File: config.mk
export PLATFORM = sky130hd
export DESIGN_NAME = my_bist_engine
export DESIGN_NICKNAME = d
export VERILOG_FILES = /design/src/rtl/bist_pkg.sv /design/src/rtl/bist_misr.sv /design/src/rtl/my_bist_engine.sv
export SDC_FILE = /design/constraint.sdc
export NUM_CORES = 1
export LEC_CHECK = 0
export CAP_MARGIN = 20
export CORE_MARGIN = 2
export CORE_UTILIZATION = 45
export DETAILED_ROUTE_END_ITERATION = 7
export GPL_TIMING_DRIVEN = 0
export PLACE_DENSITY = 0.72
export SLEW_MARGIN = 25
export SYNTH_ARGS = -nofsm -noshare
export SYNTH_HDL_FRONTEND = slang
export SYNTH_SLANG_ARGS = --single-unit
export TNS_END_PERCENT = 50
File: constraint.sdc
create_clock -name clk -period 2.8 [get_ports clk]
set_input_delay 0.42 -clock clk [delete_from_list [all_inputs] [get_ports clk]]
set_output_delay 0.42 -clock clk [all_outputs]
set_load 0.02 [all_outputs]
File: src/rtl/bist_pkg.sv
// Shared types and x2-default constants for the benchmark BIST engine.
package bist_pkg;

    typedef enum logic [1:0] {
        ST_IDLE  = 2'd0,
        ST_RUN   = 2'd1,
        ST_DRAIN = 2'd2,
        ST_DONE  = 2'd3
    } bist_state_e;

    localparam int              X2_PAT_W     = 10;
    localparam int              X2_RSP_W     = 7;
    localparam int              X2_SIG_W     = 16;
    localparam logic [9:0]      X2_LFSR_TAPS = 10'h240;
    localparam logic [9:0]      X2_LFSR_SEED = 10'h001;
    localparam logic [15:0]     X2_MISR_TAPS = 16'hB400;
    localparam logic [15:0]     X2_MISR_SEED = 16'h0000;

    localparam int              RSP_LAT_MAX  = 3;

    function automatic int max_rsp_lat();
        return RSP_LAT_MAX;
    endfunction

endpackage

File: src/rtl/bist_misr.sv
// Multiple-input signature register: load has priority over a compaction step.
module bist_misr
    import bist_pkg::*;
#(
    parameter int               SIG_W     = X2_SIG_W,
    parameter int               RSP_W     = X2_RSP_W,
    parameter logic [SIG_W-1:0] MISR_TAPS = X2_MISR_TAPS,
    parameter logic [SIG_W-1:0] MISR_SEED = X2_MISR_SEED
) (
    input  logic             clk,
    input  logic             rst_n,
    input  logic             en,
    input  logic             load,
    input  logic [RSP_W-1:0] rsp,
    output logic [SIG_W-1:0] sig
);

    logic [SIG_W-1:0] r_sig;
    logic [SIG_W-1:0] w_sig_nxt;

    function automatic logic misr_fb(input logic [SIG_W-1:0] s);
        return ^(s & MISR_TAPS);
    endfunction

    // Next signature value for a tagged cycle.
    always_comb begin
        w_sig_nxt = {r_sig[SIG_W-2:0], misr_fb(r_sig)} ^ SIG_W'(rsp);
    end

    // Signature register.
    always_ff @(posedge clk or negedge rst_n) begin
        if (!rst_n) begin
            r_sig <= MISR_SEED;
        end else if (load) begin
            r_sig <= MISR_SEED;
        end else if (en) begin
            r_sig <= w_sig_nxt;
        end
    end

    assign sig = r_sig;

endmodule

// rtl/my_bist_engine.sv
// BIST engine: drives all-zero then a maximal LFSR sequence onto a benchmark and
// compacts its responses (after RSP_LAT cycles) into a MISR signature.
module my_bist_engine
    import bist_pkg::*;
#(
    parameter int               PAT_W     = X2_PAT_W,
    parameter int               RSP_W     = X2_RSP_W,
    parameter int               SIG_W     = X2_SIG_W,
    parameter logic [PAT_W-1:0] LFSR_TAPS = X2_LFSR_TAPS,
    parameter logic [PAT_W-1:0] LFSR_SEED = X2_LFSR_SEED,
    parameter logic [SIG_W-1:0] MISR_TAPS = X2_MISR_TAPS,
    parameter logic [SIG_W-1:0] MISR_SEED = X2_MISR_SEED,
    parameter int               RSP_LAT   = 0
) (
    input  logic             clk,
    input  logic             rst_n,
    input  logic             start,
    input  logic             abort,
    output logic [PAT_W-1:0] pat_o,
    input  logic [RSP_W-1:0] rsp_i,
    output logic             busy,
    output logic             done,
    output logic [SIG_W-1:0] signature
);

    localparam logic [PAT_W:0] LAST_IDX  = {1'b0, {PAT_W{1'b1}}};
    localparam logic [PAT_W:0] DRAIN_END = LAST_IDX + (PAT_W+1)'(RSP_LAT);

    bist_state_e      r_state;
    bist_state_e      w_state_nxt;
    logic [PAT_W-1:0] r_lfsr;
    logic [PAT_W-1:0] r_pat;
    logic [PAT_W:0]   r_cnt;
    logic             r_busy;
    logic             r_done;
    logic             w_run;
    logic             w_load;
    logic             w_advance;
    logic             w_cnt_inc;
    logic             w_busy_nxt;
    logic             w_done_nxt;
    logic             w_tag_out;
    logic             w_absorb;
    logic [SIG_W-1:0] w_sig;

    function automatic logic [PAT_W-1:0] lfsr_step(input logic [PAT_W-1:0] s);
        return {s[PAT_W-2:0], ^(s & LFSR_TAPS)};
    endfunction

    // State register.
    always_ff @(posedge clk or negedge rst_n) begin
        if (!rst_n) begin
            r_state <= ST_IDLE;
        end else begin
            r_state <= w_state_nxt;
        end
    end

    // Next-state logic; abort overrides everything, including start.
    always_comb begin
        w_state_nxt = r_state;
        if (abort) begin
            w_state_nxt = ST_IDLE;
        end else begin
            case (r_state)
                ST_IDLE: begin
                    if (start) w_state_nxt = ST_RUN;
                    else       w_state_nxt = ST_IDLE;
                end
                ST_RUN: begin
                    if (r_cnt == LAST_IDX) w_state_nxt = (RSP_LAT == 0) ? ST_DONE : ST_DRAIN;
                    else                   w_state_nxt = ST_RUN;
                end
                ST_DRAIN: begin
                    if (r_cnt == DRAIN_END) w_state_nxt = ST_DONE;
                    else                    w_state_nxt = ST_DRAIN;
                end
                ST_DONE: begin
                    if (start) w_state_nxt = ST_RUN;
                    else       w_state_nxt = ST_DONE;
                end
                default: w_state_nxt = ST_IDLE;
            endcase
        end
    end

    // Control decode for the datapath and the next registered outputs.
    always_comb begin
        w_run     = (r_state == ST_RUN);
        w_load    = 1'b0;
        w_advance = 1'b0;
        w_cnt_inc = 1'b0;
        if (abort) begin
            w_load    = 1'b0;
            w_advance = 1'b0;
            w_cnt_inc = 1'b0;
        end else begin
            w_load    = start && ((r_state == ST_IDLE) || (r_state == ST_DONE));
            w_advance = w_run && (r_cnt != LAST_IDX);
            w_cnt_inc = w_run || (r_state == ST_DRAIN);
        end
        w_busy_nxt = (w_state_nxt == ST_RUN) || (w_state_nxt == ST_DRAIN);
        w_done_nxt = (w_state_nxt == ST_DONE);
    end

    // Pattern source: r_lfsr always holds the pattern to be driven next.
    always_ff @(posedge clk or negedge rst_n) begin
        if (!rst_n) begin
            r_lfsr <= LFSR_SEED;
            r_pat  <= '0;
            r_cnt  <= '0;
        end else if (w_load) begin
            r_lfsr <= LFSR_SEED;
            r_pat  <= '0;
            r_cnt  <= '0;
        end else if (abort) begin
            r_pat  <= '0;
        end else begin
            if (w_advance) begin
                r_pat  <= r_lfsr;
                r_lfsr <= lfsr_step(r_lfsr);
            end
            if (w_cnt_inc) begin
                r_cnt <= r_cnt + {{PAT_W{1'b0}}, 1'b1};
            end
        end
    end

    // Registered status outputs.
    always_ff @(posedge clk or negedge rst_n) begin
        if (!rst_n) begin
            r_busy <= 1'b0;
            r_done <= 1'b0;
        end else begin
            r_busy <= w_busy_nxt;
            r_done <= w_done_nxt;
        end
    end

    generate
        if (RSP_LAT == 0) begin : g_no_lat
            assign w_tag_out = w_run;
        end else begin : g_lat
            logic [RSP_LAT-1:0] r_tag;

            // Valid-tag delay line aligning the MISR with the delayed responses.
            always_ff @(posedge clk or negedge rst_n) begin
                if (!rst_n) begin
                    r_tag <= '0;
                end else if (abort) begin
                    r_tag <= '0;
                end else begin
                    r_tag[0] <= w_run;
                    for (int i = 1; i < RSP_LAT; i++) begin
                        r_tag[i] <= r_tag[i-1];
                    end
                end
            end

            assign w_tag_out = r_tag[RSP_LAT-1];
        end
    endgenerate

    // A response arriving on the abort edge belongs to a cancelled run and is dropped.
    assign w_absorb = w_tag_out & ~abort;

    bist_misr #(
        .SIG_W     (SIG_W),
        .RSP_W     (RSP_W),
        .MISR_TAPS (MISR_TAPS),
        .MISR_SEED (MISR_SEED)
    ) u_misr (
        .clk   (clk),
        .rst_n (rst_n),
        .en    (w_absorb),
        .load  (w_load),
        .rsp   (rsp_i),
        .sig   (w_sig)
    );

    assign pat_o     = r_pat;
    assign busy      = r_busy;
    assign done      = r_done;
    assign signature = w_sig;

endmodule

==> impl_metrics.ini, run 1 <==
[placement]
hpwlAfterDp_mm = 2.98
postPlaceCellArea_mm2 = 0.00274
place_ws_ns = 0.716
dp.cells = 299
io_buffer_count = 37
gp_congestion = 0.817

[floorplanning]
num_io_pins = 39
dieArea_mm2 = 0.00568
num_rows = 25
die_h_um = 75.4
coreArea_mm2 = 0.00482
start_util_pct = 47.6
dieWidth_um = 75.4

[logic_synthesis]
synthFlopType = dfrtp_1
synth_fp_nets = 212
yosysWarnings = 0
synthesis.area_mm2 = 0.00229
ys_seq_elements = 51
synth.most_common_cell = dfrtp_1
async_flop_share_pct = 100
ys_top_cells_by_count = dfrtp_1 (50), nand2_1 (24), a22o_1 (23)
synthCells = 195
synth.avg_cell_area_um2 = 11.7
ys_seq_area_share_pct = 55.8
yosysTopAreaCellShare_pct = 54.6
yosys-top-cells-area = dfrtp_1 (55%), a22o_1 (8.8%), xnor2_1 (5.4%), nand2_1 (3.9%), o2bb2ai_1 (3.4%)
synth_top_cell_by_area = dfrtp_1
synth_edf_count = 0
synthDistinctLibCells = 39

[run_status]
status = finished, final reports clean

[worst_setup_path]
r2r.worst_path.cells = 6
r2r_setup_slack_ns = 0.73
required_ns = 2.99
startpoint_type = flop
r2r-end = busy
end_kind = flop
worst-setup-path-type = flop to flop
r2r-start = r_cnt[0]
arrival_ns = 2.26
crit_fanout = 5

[cts]
cts_sinks = 51
post-cts-setup-buffers = 0
clockBufferDepth = 2
cts_tree = done
cts_resized = 0
cts_buffers = 5
cts-root-buf = clkbuf_8
hold_buffers = 0
clkLatencyLatePin_ns = 0.30
clkTransAtPathRegs_ns = 0.09
h-tree-depth = 2

[global_route]
grt.overflow.total = 0
met1_usage_pct = 23.5
gr-usage-all-layers_pct = 16.7
grt_first_pass_wirelength_mm = 7.09
top_usage_layer = met2
antenna_found_initial = 0
grt_max_degree = 52
first_global_vias = 1486
grt_util_met2_pct = 25.3
use_met3_pct = 3.97

[flow_run]
cap_violations = 0

[cells_and_area]
diodes = 0
multi_input_area_um2 = 933
area_growth_pct = 23.4
layout.area.seq_mm2 = 0.00128
instances_no_fill = 307
fillCellCount = 418
fin_util_pct = 58.7
drive_gt1_share_pct = 9.17
design_area_mm2 = 0.00283
nets = 256

[routing]
dr_total_vias = 1610
routed_wl_mm = 4.21
wl_per_cell_um = 13.7
ant_nets = 0
drt_iter0_drc = 51
first_pass_iters = 4
vias_per_cell = 5.24
drc = 0

[sta]
period_share_pct = 73.8
whs_ns = 0.120
relSlewSlack_pct = 59.4
tightest_slew_ns = 0.609
setup_violations = 0
max_freq_ghz = 0.484
fin_skew_ns = 0.00689
hold_viol = 0
drv_slew = 0
finalSetupTns_ns = 0
rsz0062_at_grt = no
setup_slack_ns = 0.734
min_period_ns = 2.07

[pwr]
p_leak_nw = 1.21
p_total_mw = 1.42
p_per_area_mw_per_mm2 = 504
ir_worst_vdd_v = 0.000276

[worst_hold_path]
min_path_type = input port to asynchronous set/reset pin
## critical path, stage by stage (launching register included)
cell       delay (ns)
dfrtp_1          0.39
ha_1             0.22
nand2_1          0.16
nor4_4           0.38
a2111oi_0        0.17
a211oi_1         0.35
ha_1             0.29
## layer usage
metal | share of wire, % | routed length [um]
met1 | 50 | 2130
met2 | 43 | 1820
met3 | 4.8 | 202
met4 | 1.6 | 68
met5 | 0 | 0
## cell type report
| type | instances | area share, % |
|---|---|---|
| clock buffer | 6 | 2.57 |
| multi-input combinational | 129 | 33.0 |
| timing repair buffer | 37 | 13.0 |
| inverter | 6 | 0.796 |
| buffer | 9 | 2.04 |
| tap | 67 | 2.96 |
| sequential | 51 | 45.2 |
| clock inverter | 2 | 0.442 |
## sequential cells by signal (all words and copies together), names as in the netlist
name / flops
pat_o: 10
done: 1
u_misr.sig: 16
r_cnt: 11
busy: 1
r_state: 2
r_lfsr: 10
## report_power, final
group / switching (mW) / internal, mW
Sequential: 0.0309 / 0.773
Clock: 0.235 / 0.175
Combinational: 0.117 / 0.0945
Total: 0.383 / 1.04
## cell families after synthesis
group	synth area share (%)
AOI/OAI and AO/OA	19.0
and+or+nand+nor	11.9
DFF	55.8
xor gates and xnor gates	5.73
buffers and inverters	3.50
adders and majority gates	3.28
muxes	0.928
## layout by cell type, fill, tap and decap left out, drive strengths merged, types with 3 or more instances in the layout
master	n
a22o	23
buf	8
clkbuf	8
clkdlybuf4s50	36
dfrtp	50
ha	6
inv	6
nand2	25
nand3	3
nor2	8
nor2b	3
nor3	5
nor4	3
o21ai	12
o2bb2ai	9
xnor2	14
## worst max-delay path by stage
stage                   from             end  slack (ns)  cells past startpoint
floorplan           r_cnt[0]            busy         1.0                      6
global placement       rst_n        pat_o[1]       -0.20                      1
detailed placement     start  u_misr.sig[14]        0.72                      5
CTS                 r_cnt[0]            busy        0.74                      6
global route        r_cnt[0]            busy        0.58                      6
finish              r_cnt[0]            busy        0.73                      6
Power figures use the tool's default switching activity.
==> run 2: changes to the inputs <==
--- a/config.mk
+++ b/config.mk
@@ -10,7 +10,7 @@
 export CORE_UTILIZATION = 45
 export DETAILED_ROUTE_END_ITERATION = 7
 export GPL_TIMING_DRIVEN = 0
-export PLACE_DENSITY = 0.72
+export PLACE_DENSITY = 0.75
 export SLEW_MARGIN = 25
 export SYNTH_ARGS = -nofsm -noshare
 export SYNTH_HDL_FRONTEND = slang
==> constraint.sdc (replaced) <==
create_clock -name clk -period 1.9 [get_ports clk]
set_input_delay 0.285 -clock clk [delete_from_list [all_inputs] [get_ports clk]]
set_output_delay 0.285 -clock clk [all_outputs]
set_load 0.02 [all_outputs]
==> impl_metrics.ini, run 2 (same netlist as run 1, synthesis figures left out) <==
[placement]
gp_congestion = 0.749
place_ws_ns = -0.132
io_buffer_count = 37
hpwlAfterDp_mm = 2.98

[worst_setup_path]
startpoint_type = flop
required_ns = 2.10
path_cells = inv_1, ha_1, buf_4, nor2b_2, o21ai_4, a21o_1, buf_6, a22o_1
r2r-start = r_state[1]
r2r-end = r_lfsr[1]
crit_path_top_delay_cell = dfrtp_1
crit_path_end = r_lfsr[1]
end_kind = flop
startpoint = r_state[1]
crit_fanout = 10
r2r_setup_slack_ns = 0.08
r2r.worst_path.cells = 8
arrival_ns = 2.02
worst-setup-path-type = flop to flop
cpPeakStageDelay_ns = 0.40

[cts]
clkLatencyLatePin_ns = 0.30
clockBufferDepth = 2
cts_tree = done
h-tree-depth = 2
cts_buffers = 5
cts_sinks = 51
clkTransAtPathRegs_ns = 0.08
cts-root-buf = clkbuf_8

[global_route]
gr-usage-all-layers_pct = 17.3
antenna_found_initial = 0
grt.overflow.total = 0
first_global_vias = 1557
grt_max_degree = 52
grt_first_pass_wirelength_mm = 7.31

[cells_and_area]
fin_util_pct = 61.0
multi_input_area_um2 = 976
final_cell_mix = dfrtp_1 (49), clkdlybuf4s50_1 (36), nand2_1 (23), a22o_1 (23), xnor2_1 (14)
final_common_cell = dfrtp_1
layout.area.seq_mm2 = 0.00128
largest_reg_flops = 16
drive_gt1_share_pct = 13.6
fillCellCount = 409
area_growth_pct = 28.2
diodes = 0
nets = 260

[pwr]
p_per_area_mw_per_mm2 = 764
ir_worst_vdd_v = 0.000414
p_leak_nw = 1.26

[sta]
tightest_slew_ns = 0.619
relSlewSlack_pct = 58.7
max_freq_ghz = 0.550
fin_skew_ns = 0.00442
hold_viol = 17
drv_slew = 0
whs_ns = -0.0257
setup_slack_ns = 0.0822
rsz0062_at_grt = yes
setup_violations = 0
period_share_pct = 95.7
min_period_ns = 1.82

[floorplanning]
die_h_um = 75.4
dieArea_mm2 = 0.00568
num_io_pins = 39
coreArea_mm2 = 0.00482
num_rows = 25
dieWidth_um = 75.4
start_util_pct = 47.6

[routing]
top_layer = met4
first_pass_iters = 4
routed_wl_mm = 4.41
drc = 0
wl_met1_mm = 2.14
wl_met2_mm = 1.94
vias_per_cell = 5.38
dr_total_vias = 1667
wl_per_cell_um = 14.2
drt_iter0_drc = 91
ant_nets = 0
detailroute.wirelength.met3_um = 238

[worst_hold_path]
min_path_type = input port to asynchronous set/reset pin

[flow_run]
cap_violations = 0

[run_status]
violations = hold timing
status = finished with violations
-- run 2: area by class of cell --
| type | instances | area share [%] |
|---|---|---|
| multi-input cells | 129 | 33.2 |
| well taps | 67 | 2.85 |
| plain buffers | 8 | 1.87 |
| clock inverters | 1 | 1.02 |
| clock buffers | 6 | 2.47 |
| repair buffers | 42 | 14.2 |
| flip-flops and latches | 51 | 43.5 |
| inverters | 6 | 0.767 |
-- run 2: how the worst min path moves through the flow --
stage	start	endpoint	slack (ns)
3_5_place_dp	rst_n	u_misr.sig[12]	0.35
5_1_grt	rst_n	u_misr.sig[12]	0.04
6_report	rst_n	u_misr.sig[12]	-0.03
2_1_floorplan	rst_n	busy	-0.01
3_3_place_gp	r_lfsr[5]	pat_o[5]	0.50
4_1_cts	rst_n	u_misr.sig[12]	0.008
-- run 2: routing by layer --
metal	GRT usage [%]	vias to the layer above
li1	-	795
met1	24.2	820
met2	25.9	43
met3	4.63	9
met4	7.02	0
met5	0	-
-- run 2: what timing repair did --
| action | in CTS | in global routing |
|---|---|---|
| hold buffers | 0 | 0 |
| buffers inserted | 3 | 2 |
| gates resized for setup | 2 | 11 |
| setup endpoints to repair | 31 | 38 |
| pin swaps | 2 | 2 |
-- run 2: worst max-delay path: cells and delay by family (launching register included) --
kind / cells / cell delay [ns]
compound gates: 3 / 0.49
flops: 1 / 0.40
buf+inv: 3 / 0.39
fa+ha+maj: 1 / 0.22
simple gates: 1 / 0.20
-- run 2: stage by stage --
| step | instance area [um^2] | power (mW) | setup TNS (ns) | std cells | hold WS [ns] |
|---|---|---|---|---|---|
| after CTS | 2890 | 2.25 | 0 | 309 | 0.00836 |
| after detailed placement | 2740 | 1.52 | -1.60 | 299 | 0.349 |
| after floorplan | 2290 | 1.38 | 0 | 195 | -0.0106 |
| after global routing | 2940 | 2.35 | -0.191 | 310 | 0.0430 |
| final | 2940 | 2.24 | 0 | 310 | -0.0257 |
| after global placement | 2750 | 1.52 | -48.85 | 299 | 0.501 |
-- run 2: power by group --
| part | internal [mW] | total [mW] | leakage (nW) | switching, mW |
|---|---|---|---|---|
| clock | 0.386 | 0.721 | 0.0513 | 0.335 |
| combinational | 0.153 | 0.336 | 0.507 | 0.182 |
| sequential | 1.14 | 1.19 | 0.698 | 0.0477 |
| total | 1.68 | 2.24 | 1.26 | 0.565 |
